$ cat src/rtl/cpu_ctrl_pkg.sv
// ============================================================================
// Module   : cpu_ctrl_pkg
// Brief    : Opcodes, step encodings, ALU codes and strobe bundle for the
//            hardwired control sequencer.
// Revision : 1.0 - initial release
// ============================================================================
`default_nettype none

package cpu_ctrl_pkg;

    localparam logic [4:0] OP_LD   = 5'b00000;
    localparam logic [4:0] OP_LDI  = 5'b00001;
    localparam logic [4:0] OP_ST   = 5'b00010;
    localparam logic [4:0] OP_ADD  = 5'b00011;
    localparam logic [4:0] OP_SUB  = 5'b00100;
    localparam logic [4:0] OP_AND  = 5'b00101;
    localparam logic [4:0] OP_OR   = 5'b00110;
    localparam logic [4:0] OP_BR   = 5'b10011;
    localparam logic [4:0] OP_NOP  = 5'b11010;
    localparam logic [4:0] OP_HALT = 5'b11011;

    localparam logic [3:0] ALU_PASS = 4'd0;
    localparam logic [3:0] ALU_ADD  = 4'd1;
    localparam logic [3:0] ALU_SUB  = 4'd2;
    localparam logic [3:0] ALU_AND  = 4'd3;
    localparam logic [3:0] ALU_OR   = 4'd4;

    typedef enum logic [3:0] {
        S_T0   = 4'h0, S_T1 = 4'h1, S_T2 = 4'h2, S_T3 = 4'h3,
        S_T4   = 4'h4, S_T5 = 4'h5, S_T6 = 4'h6, S_T7 = 4'h7,
        S_HALT = 4'hE,
        S_RST  = 4'hF
    } state_t;

    typedef enum logic [2:0] {
        CL_ALU, CL_LDI, CL_LD, CL_ST, CL_BR, CL_NOP, CL_HALT
    } op_class_t;

    typedef struct packed {
        logic pc_out;   logic pc_in;    logic inc_pc;   logic mar_in;
        logic mdr_in;   logic mdr_out;  logic read;     logic write;
        logic ir_in;    logic y_in;     logic zlow_in;  logic zlow_out;
        logic gra;      logic grb;      logic grc;      logic r_in;
        logic r_out;    logic ba_out;   logic csign_out; logic con_in;
    } strobes_t;

    // Unlisted opcodes fall into the nop class.
    function automatic op_class_t op_class(input logic [4:0] op);
        case (op)
            OP_ADD, OP_SUB, OP_AND, OP_OR: return CL_ALU;
            OP_LDI:  return CL_LDI;
            OP_LD:   return CL_LD;
            OP_ST:   return CL_ST;
            OP_BR:   return CL_BR;
            OP_HALT: return CL_HALT;
            default: return CL_NOP;
        endcase
    endfunction

    function automatic state_t last_step(input op_class_t cl);
        case (cl)
            CL_ALU, CL_LDI: return S_T5;
            CL_LD, CL_ST:   return S_T7;
            CL_BR:          return S_T6;
            default:        return S_T3;
        endcase
    endfunction

    function automatic logic [3:0] alu_code(input logic [4:0] op);
        case (op)
            OP_ADD:  return ALU_ADD;
            OP_SUB:  return ALU_SUB;
            OP_AND:  return ALU_AND;
            OP_OR:   return ALU_OR;
            default: return ALU_PASS;
        endcase
    endfunction

endpackage

`default_nettype wire

$ cat src/rtl/control_sequencer_step_decoder.sv
// ============================================================================
// Module   : step_decoder
// Brief    : Combinational decode of (step, opcode, CONFF) into strobe bundle.
// Revision : 1.0 - initial release
// ============================================================================
`default_nettype none

module step_decoder
    import cpu_ctrl_pkg::*;
#(
    parameter int OPW  = 5,
    parameter int ALUW = 4
) (
    input  state_t          state,
    input  logic [OPW-1:0]  opcode,
    input  logic            conff,
    output strobes_t        strobes,
    output logic [ALUW-1:0] alu_op
);

    op_class_t w_class;
    assign w_class = op_class(5'(opcode));

    always_comb begin
        strobes = '0;
        alu_op  = '0;
        case (state)
            S_T0: begin
                strobes.pc_out  = 1'b1; strobes.mar_in = 1'b1;
                strobes.inc_pc  = 1'b1; strobes.zlow_in = 1'b1;
            end
            S_T1: begin
                strobes.zlow_out = 1'b1; strobes.pc_in  = 1'b1;
                strobes.read     = 1'b1; strobes.mdr_in = 1'b1;
            end
            S_T2: begin
                strobes.mdr_out = 1'b1; strobes.ir_in = 1'b1;
            end
            S_T3: begin
                case (w_class)
                    CL_ALU: begin
                        strobes.grb = 1'b1; strobes.r_out = 1'b1; strobes.y_in = 1'b1;
                    end
                    CL_LDI, CL_LD, CL_ST: begin
                        strobes.grb = 1'b1; strobes.ba_out = 1'b1; strobes.y_in = 1'b1;
                    end
                    CL_BR: begin
                        strobes.gra = 1'b1; strobes.r_out = 1'b1; strobes.con_in = 1'b1;
                    end
                    default: ;
                endcase
            end
            S_T4: begin
                case (w_class)
                    CL_ALU: begin
                        strobes.grc = 1'b1; strobes.r_out = 1'b1; strobes.zlow_in = 1'b1;
                        alu_op = ALUW'(alu_code(5'(opcode)));
                    end
                    CL_LDI, CL_LD, CL_ST: begin
                        strobes.csign_out = 1'b1; strobes.zlow_in = 1'b1;
                        alu_op = ALUW'(ALU_ADD);
                    end
                    CL_BR: begin
                        strobes.pc_out = 1'b1; strobes.y_in = 1'b1;
                    end
                    default: ;
                endcase
            end
            S_T5: begin
                case (w_class)
                    CL_ALU, CL_LDI: begin
                        strobes.zlow_out = 1'b1; strobes.gra = 1'b1; strobes.r_in = 1'b1;
                    end
                    CL_LD, CL_ST: begin
                        strobes.zlow_out = 1'b1; strobes.mar_in = 1'b1;
                    end
                    CL_BR: begin
                        strobes.csign_out = 1'b1; strobes.zlow_in = 1'b1;
                        alu_op = ALUW'(ALU_ADD);
                    end
                    default: ;
                endcase
            end
            S_T6: begin
                case (w_class)
                    CL_LD: begin
                        strobes.read = 1'b1; strobes.mdr_in = 1'b1;
                    end
                    CL_ST: begin
                        strobes.gra = 1'b1; strobes.r_out = 1'b1; strobes.mdr_in = 1'b1;
                    end
                    CL_BR: begin
                        strobes.zlow_out = 1'b1; strobes.pc_in = conff;
                    end
                    default: ;
                endcase
            end
            S_T7: begin
                case (w_class)
                    CL_LD: begin
                        strobes.mdr_out = 1'b1; strobes.gra = 1'b1; strobes.r_in = 1'b1;
                    end
                    CL_ST:   strobes.write = 1'b1;
                    default: ;
                endcase
            end
            default: ;
        endcase
    end

endmodule

`default_nettype wire

$ cat src/rtl/control_sequencer.sv
// ============================================================================
// Module   : control_sequencer
// Brief    : Hardwired control unit: fetch T0-T2, execute T3-T7, halt/pause.
//            Define MEM_WAIT_EN to stretch memory steps until mem_ready.
// Revision : 1.0 - initial release
// ============================================================================
`default_nettype none

module control_sequencer
    import cpu_ctrl_pkg::*;
#(
    parameter int OPW  = 5,
    parameter int ALUW = 4
) (
    input  logic            clock,
    input  logic            clear,
    input  logic [31:0]     IR,
    input  logic            CONFF,
    input  logic            stop,
    input  logic            mem_ready,
    output logic            PCout, PCin, IncPC, MARin, MDRin, MDRout,
    output logic            Read, Write, IRin, Yin, Zlowin, Zlowout,
    output logic            Gra, Grb, Grc, Rin, Rout, BAout, Csignout, CONin,
    output logic [ALUW-1:0] ALUop,
    output logic            run
);

    state_t          r_state;
    logic            r_paused;
    logic [OPW-1:0]  w_opcode;
    op_class_t       w_class;
    state_t          w_last_step;
    logic            w_hold;
    logic            w_active;
    strobes_t        w_strobes;
    logic [ALUW-1:0] w_alu_op;
    logic            w_unused;

    assign w_opcode    = IR[31 -: OPW];
    assign w_class     = op_class(5'(w_opcode));
    assign w_last_step = last_step(w_class);
    assign w_unused    = ^{IR[31-OPW:0], mem_ready};

`ifdef MEM_WAIT_EN
    assign w_hold = !mem_ready && ((r_state == S_T1) ||
                                   (r_state == S_T6 && w_class == CL_LD) ||
                                   (r_state == S_T7 && w_class == CL_ST));
`else
    assign w_hold = 1'b0;
`endif

    // A pause is T0 with r_paused set; stop is only sampled when an instruction retires.
    always_ff @(posedge clock or negedge clear) begin
        if (!clear) begin
            r_state  <= S_RST;
            r_paused <= 1'b0;
        end else begin
            case (r_state)
                S_RST: begin
                    r_state  <= S_T0;
                    r_paused <= 1'b0;
                end
                S_HALT: r_state <= S_HALT;
                S_T0: begin
                    if (r_paused) begin
                        if (!stop) r_paused <= 1'b0;
                    end else begin
                        r_state <= S_T1;
                    end
                end
                S_T1, S_T2, S_T3, S_T4, S_T5, S_T6, S_T7: begin
                    if (!w_hold) begin
                        if (r_state == S_T3 && w_class == CL_HALT) begin
                            r_state <= S_HALT;
                        end else if (r_state >= w_last_step) begin
                            r_state  <= S_T0;
                            r_paused <= stop;
                        end else begin
                            r_state <= state_t'(r_state + 4'd1);
                        end
                    end
                end
                default: begin
                    r_state  <= S_T0;
                    r_paused <= 1'b0;
                end
            endcase
        end
    end

    step_decoder #(
        .OPW  (OPW),
        .ALUW (ALUW)
    ) u_step_decoder (
        .state   (r_state),
        .opcode  (w_opcode),
        .conff   (CONFF),
        .strobes (w_strobes),
        .alu_op  (w_alu_op)
    );

    assign w_active = !r_paused && (r_state <= S_T7);
    assign run      = w_active;

    assign PCout    = w_active & w_strobes.pc_out;
    assign PCin     = w_active & w_strobes.pc_in;
    assign IncPC    = w_active & w_strobes.inc_pc;
    assign MARin    = w_active & w_strobes.mar_in;
    assign MDRin    = w_active & w_strobes.mdr_in;
    assign MDRout   = w_active & w_strobes.mdr_out;
    assign Read     = w_active & w_strobes.read;
    assign Write    = w_active & w_strobes.write;
    assign IRin     = w_active & w_strobes.ir_in;
    assign Yin      = w_active & w_strobes.y_in;
    assign Zlowin   = w_active & w_strobes.zlow_in;
    assign Zlowout  = w_active & w_strobes.zlow_out;
    assign Gra      = w_active & w_strobes.gra;
    assign Grb      = w_active & w_strobes.grb;
    assign Grc      = w_active & w_strobes.grc;
    assign Rin      = w_active & w_strobes.r_in;
    assign Rout     = w_active & w_strobes.r_out;
    assign BAout    = w_active & w_strobes.ba_out;
    assign Csignout = w_active & w_strobes.csign_out;
    assign CONin    = w_active & w_strobes.con_in;
    assign ALUop    = w_active ? w_alu_op : '0;

endmodule

`default_nettype wire
$ cat config.mk
export PLATFORM = sky130hd
export DESIGN_NAME = control_sequencer
export DESIGN_NICKNAME = d
export VERILOG_FILES = /design/src/rtl/cpu_ctrl_pkg.sv /design/src/rtl/control_sequencer_step_decoder.sv /design/src/rtl/control_sequencer.sv
export SDC_FILE = /design/constraint.sdc
export NUM_CORES = 1
export LEC_CHECK = 0
export CAP_MARGIN = 20
export CORE_MARGIN = 4
export CORE_UTILIZATION = 38
export CTS_BUF_LIST = sky130_fd_sc_hd__clkbuf_2
export DETAILED_ROUTE_END_ITERATION = 10
export PLACE_DENSITY = 0.83
export SLEW_MARGIN = 15
export SYNTH_ARGS = -nofsm -noshare
export SYNTH_HDL_FRONTEND = slang
export SYNTH_SLANG_ARGS = --single-unit
$ cat constraint.sdc
create_clock -name clock -period 2.5 [get_ports clock]
set_input_delay 0.25 -clock clock [delete_from_list [all_inputs] [get_ports clock]]
set_output_delay 0.25 -clock clock [all_outputs]
set_load 0.01 [all_outputs]
==> run_results.csv <==
group,metric,value,unit
logic_synthesis,syn_area,987,um^2
grt,gr-usage-all-layers,20.1,%
routing,avgViaCountPerCell,5.81,
logic_synthesis,yosysWarnings,0,
hold_path,hp-class,"in -> async",
clock_tree,numClockSinks,5,
logic_synthesis,synth_cells,145,
die,die_area,0.00348,mm^2
power_and_ir_drop,p_sw,0.000536,W
routing,wirelength,3360,um
critical_path,crit_fanout,5,
finish,stdcell_count,224,
routing,drc,0,
critical_path,r2r_start,"r_state[0]",
critical_path,cp.arrival,2.16,ns
critical_path,worstSetupPathType,"reg -> out",
grt,grt_max_degree,15,
sta,finalSetupTns,0,ns
power_and_ir_drop,p_int,0.000552,W
critical_path,max_stage_delay,0.59,ns
power_and_ir_drop,clkPwrFrac,8.2,%
flow_run,maxCapViolCount,0,
critical_path,r2r-end,"r_paused",
sta,finalCritPeriodShare,96.6,%
routing,drtAntennaViolNets,0,
clock_tree,cts_tree,"built",
critical_path,regToRegSetupSlack,0.25,ns
finish,final_cell_area,0.00152,mm^2
logic_synthesis,async_reset_ff_share,100,%
critical_path,cpMaxStageDelayCell,"dfstp_2",
die,fp.dieW,59.0,um
die,start_util,39.8,%
finish,nNetsFinal,243,
routing,dr_total_vias,1302,
die,core_area,0.00248,mm^2
clock_tree,cts_root_buf,"clkbuf_2",
routing,wire_per_inst,15.0,um
finish,area_delta_synth_final,53.9,%
routing,first_pass_iters,4,
sta,fin_hold_ws,0.239,ns
sta,setup_viol,0,
power_and_ir_drop,seqPwrFrac,14.7,%
power_and_ir_drop,p_comb_share,77.2,%
critical_path,crit_path_end_kind,"output pin",
logic_synthesis,ys_seq_elements,5,
routing,drtIter0Drc,85,
logic_synthesis,synth_top_cell_area_share,13.9,%
clock_tree,clockBufferDepth,2,
grt,grt_overflow_total,0,
clock_tree,insertion_delay,0.26,ns
critical_path,crit_chain,"ha_1 > nor3b_2 > nand3_1 > nor2_1 > clkdlybuf4s50_1",
placed_design,dp_hpwl,2480,um
sta,fmax,0.414,GHz
critical_path,path_buf_inv,1,
power_and_ir_drop,switching_share,49.3,%
power_and_ir_drop,power_leakage,0.704,nW
grt,grt_pass1_wl,5490,um
critical_path,reg2reg_depth,7,
critical_path,worstPathRequired,2.25,ns
logic_synthesis,synth_cell_type_count,45,
critical_path,cp-start-kind,"register",
power_and_ir_drop,peakVddDrop,0.614,mV
placed_design,dp.cells,218,
sta,finalCriticalPeriod,2.41,ns
sta,finalHoldViolCount,0,
logic_synthesis,synth_edf_count,0,
grt,antenna_found_initial,0,
sta,tightest_slew,0.646,ns
logic_synthesis,synth_area_leader_cell,"ha_1",
placed_design,placedInstanceArea,0.00144,mm^2
die,rows,18,
sta,finClkSkew,0.0196,ns
finish,diodes,0,
die,ioPinCount,62,
finish,drive_above_1_share,25.8,%
sta,relSlewSlack,56.8,%
clock_tree,cts_buffers,3,
clock_tree,clkTransAtPathRegs,0.08,ns
clock_tree,postCtsHoldBufs,0,
critical_path,cp_top_family,"flip-flops",
logic_synthesis,synth_area_leaders,"ha_1 (14%), dfstp_2 (11%), nor2_1 (8.4%)",
logic_synthesis,avgSynthCellArea,6.81,um^2
power_and_ir_drop,power,0.00109,W
die,chipHeight,59.0,um
power_and_ir_drop,p_per_area,716,mW/mm^2
sta,rsz0062_at_grt,"true",
placed_design,port_buffers,32,
logic_synthesis,syn_nets,193,
grt,grt_pass1_vias,1241,
clock_tree,htreeDepth,1,
run_status,status,"completed",
logic_synthesis,seq_area_frac_synth,13.2,%
logic_synthesis,ys.flop_type,"dfstp_2",
placed_design,gp_congestion,0.933,
sta,maxSlewViolCount,0,
==> cells in the final DEF (no fill, tap or decap), types with 3 or more instances in the layout <==
| cell | n |
|---|---|
| a21oi_1 | 14 |
| buf_4 | 19 |
| inv_1 | 10 |
| dfstp_2 | 4 |
| clkdlybuf4s50_1 | 15 |
| ha_1 | 8 |
| clkbuf_2 | 4 |
| nor2_1 | 20 |
| dlygate4sd2_1 | 17 |
| nand2b_1 | 3 |
| ha_2 | 3 |
| a31oi_1 | 3 |
| o21ai_0 | 8 |
| nand3b_1 | 3 |
| nand3_1 | 3 |
| nand2_1 | 14 |
==> how the worst max path moves through the flow <==
stage	cells past startpoint	slack, ns	from	to
global placement	8	-0.24	IR[27]	Gra
floorplan	9	0.48	IR[27]	r_state[3]
finish	5	0.09	r_state[0]	Grb
detailed placement	12	-0.30	IR[28]	r_state[3]
global route	5	-0.03	r_state[0]	Grb
CTS	6	0.02	r_state[0]	MARin
==> timing repair <==
item	CTS	global route
gates resized for setup	24	9
endpoints found under the setup margin	23	10
pin swaps	1	2
buffers inserted	2	0
==> kinds of logic (layout without fill, tap and decap cells) <==
logic type | count (synthesis) | count (layout) | share of synthesized area [%]
flops | 5 | 5 | 13.2
xor+xnor | 1 | 1 | 0.887
compound gates | 38 | 38 | 25.5
fa+ha+maj | 11 | 11 | 13.9
simple gates | 70 | 70 | 36.9
buf+inv | 18 | 67 | 8.11
mux | 1 | 1 | 1.14
other cells | 1 | 1 | 0.380
==> cells in the mapped netlist (all sizes together) (2+ instances only) <==
master,n
nor2,22
a21oi,15
nand2,14
ha,11
inv,10
o21ai,10
clkbuf,4
dfstp,4
nand2b,4
nor3,4
a31oi,3
buf,3
nand3,3
nand3b,3
nor2b,3
nor3b,3
nor4,3
a31o,2
a32oi,2
and2,2
or2,2
or3,2
==> flip-flops by register name (all words and copies together), names as in the netlist <==
| name | count |
|---|---|
| r_paused | 1 |
| r_state | 4 |
==> routing by layer <==
metal / global-route usage [%] / vias up / routed length (um)
met5: 0 / - / 0
met4: 9.71 / 0 / 96
met3: 0.871 / 12 / 203
met2: 35.0 / 69 / 1670
met1: 25.2 / 617 / 1390
li1: - / 604 / -
==> layout make-up <==
cell class | count | area [um^2]
Fill cell | 215 | 958
Sequential cell | 5 | 130
Multi-Input combinational cell | 122 | 837
Inverter | 11 | 41.3
Timing Repair Buffer | 52 | 453
Clock buffer | 4 | 20.0
Tap cell | 30 | 37.5
==> metrics by stage <==
step / util (%) / worst slack (ns)
6_report: 61.3 / 0.0861
5_1_grt: 61.3 / -0.0336
4_1_cts: 59.9 / 0.0201
3_3_place_gp: 58.2 / -0.242
2_1_floorplan: - / 0.475
3_5_place_dp: 58.2 / -0.298
==> power groups by stage <==
stage / registers [W] / clock network (W) / logic [W]
after global routing: 0.000162 / 0.0000912 / 0.000915
after global placement: 0.000155 / 0 / 0.000809
after CTS: 0.000156 / 0.0000873 / 0.000803
after floorplan: 0.000142 / 0 / 0.000462
after detailed placement: 0.000158 / 0 / 0.000823
final: 0.000160 / 0.0000887 / 0.000839
No activity file was read; power rests on OpenSTA's default activity.
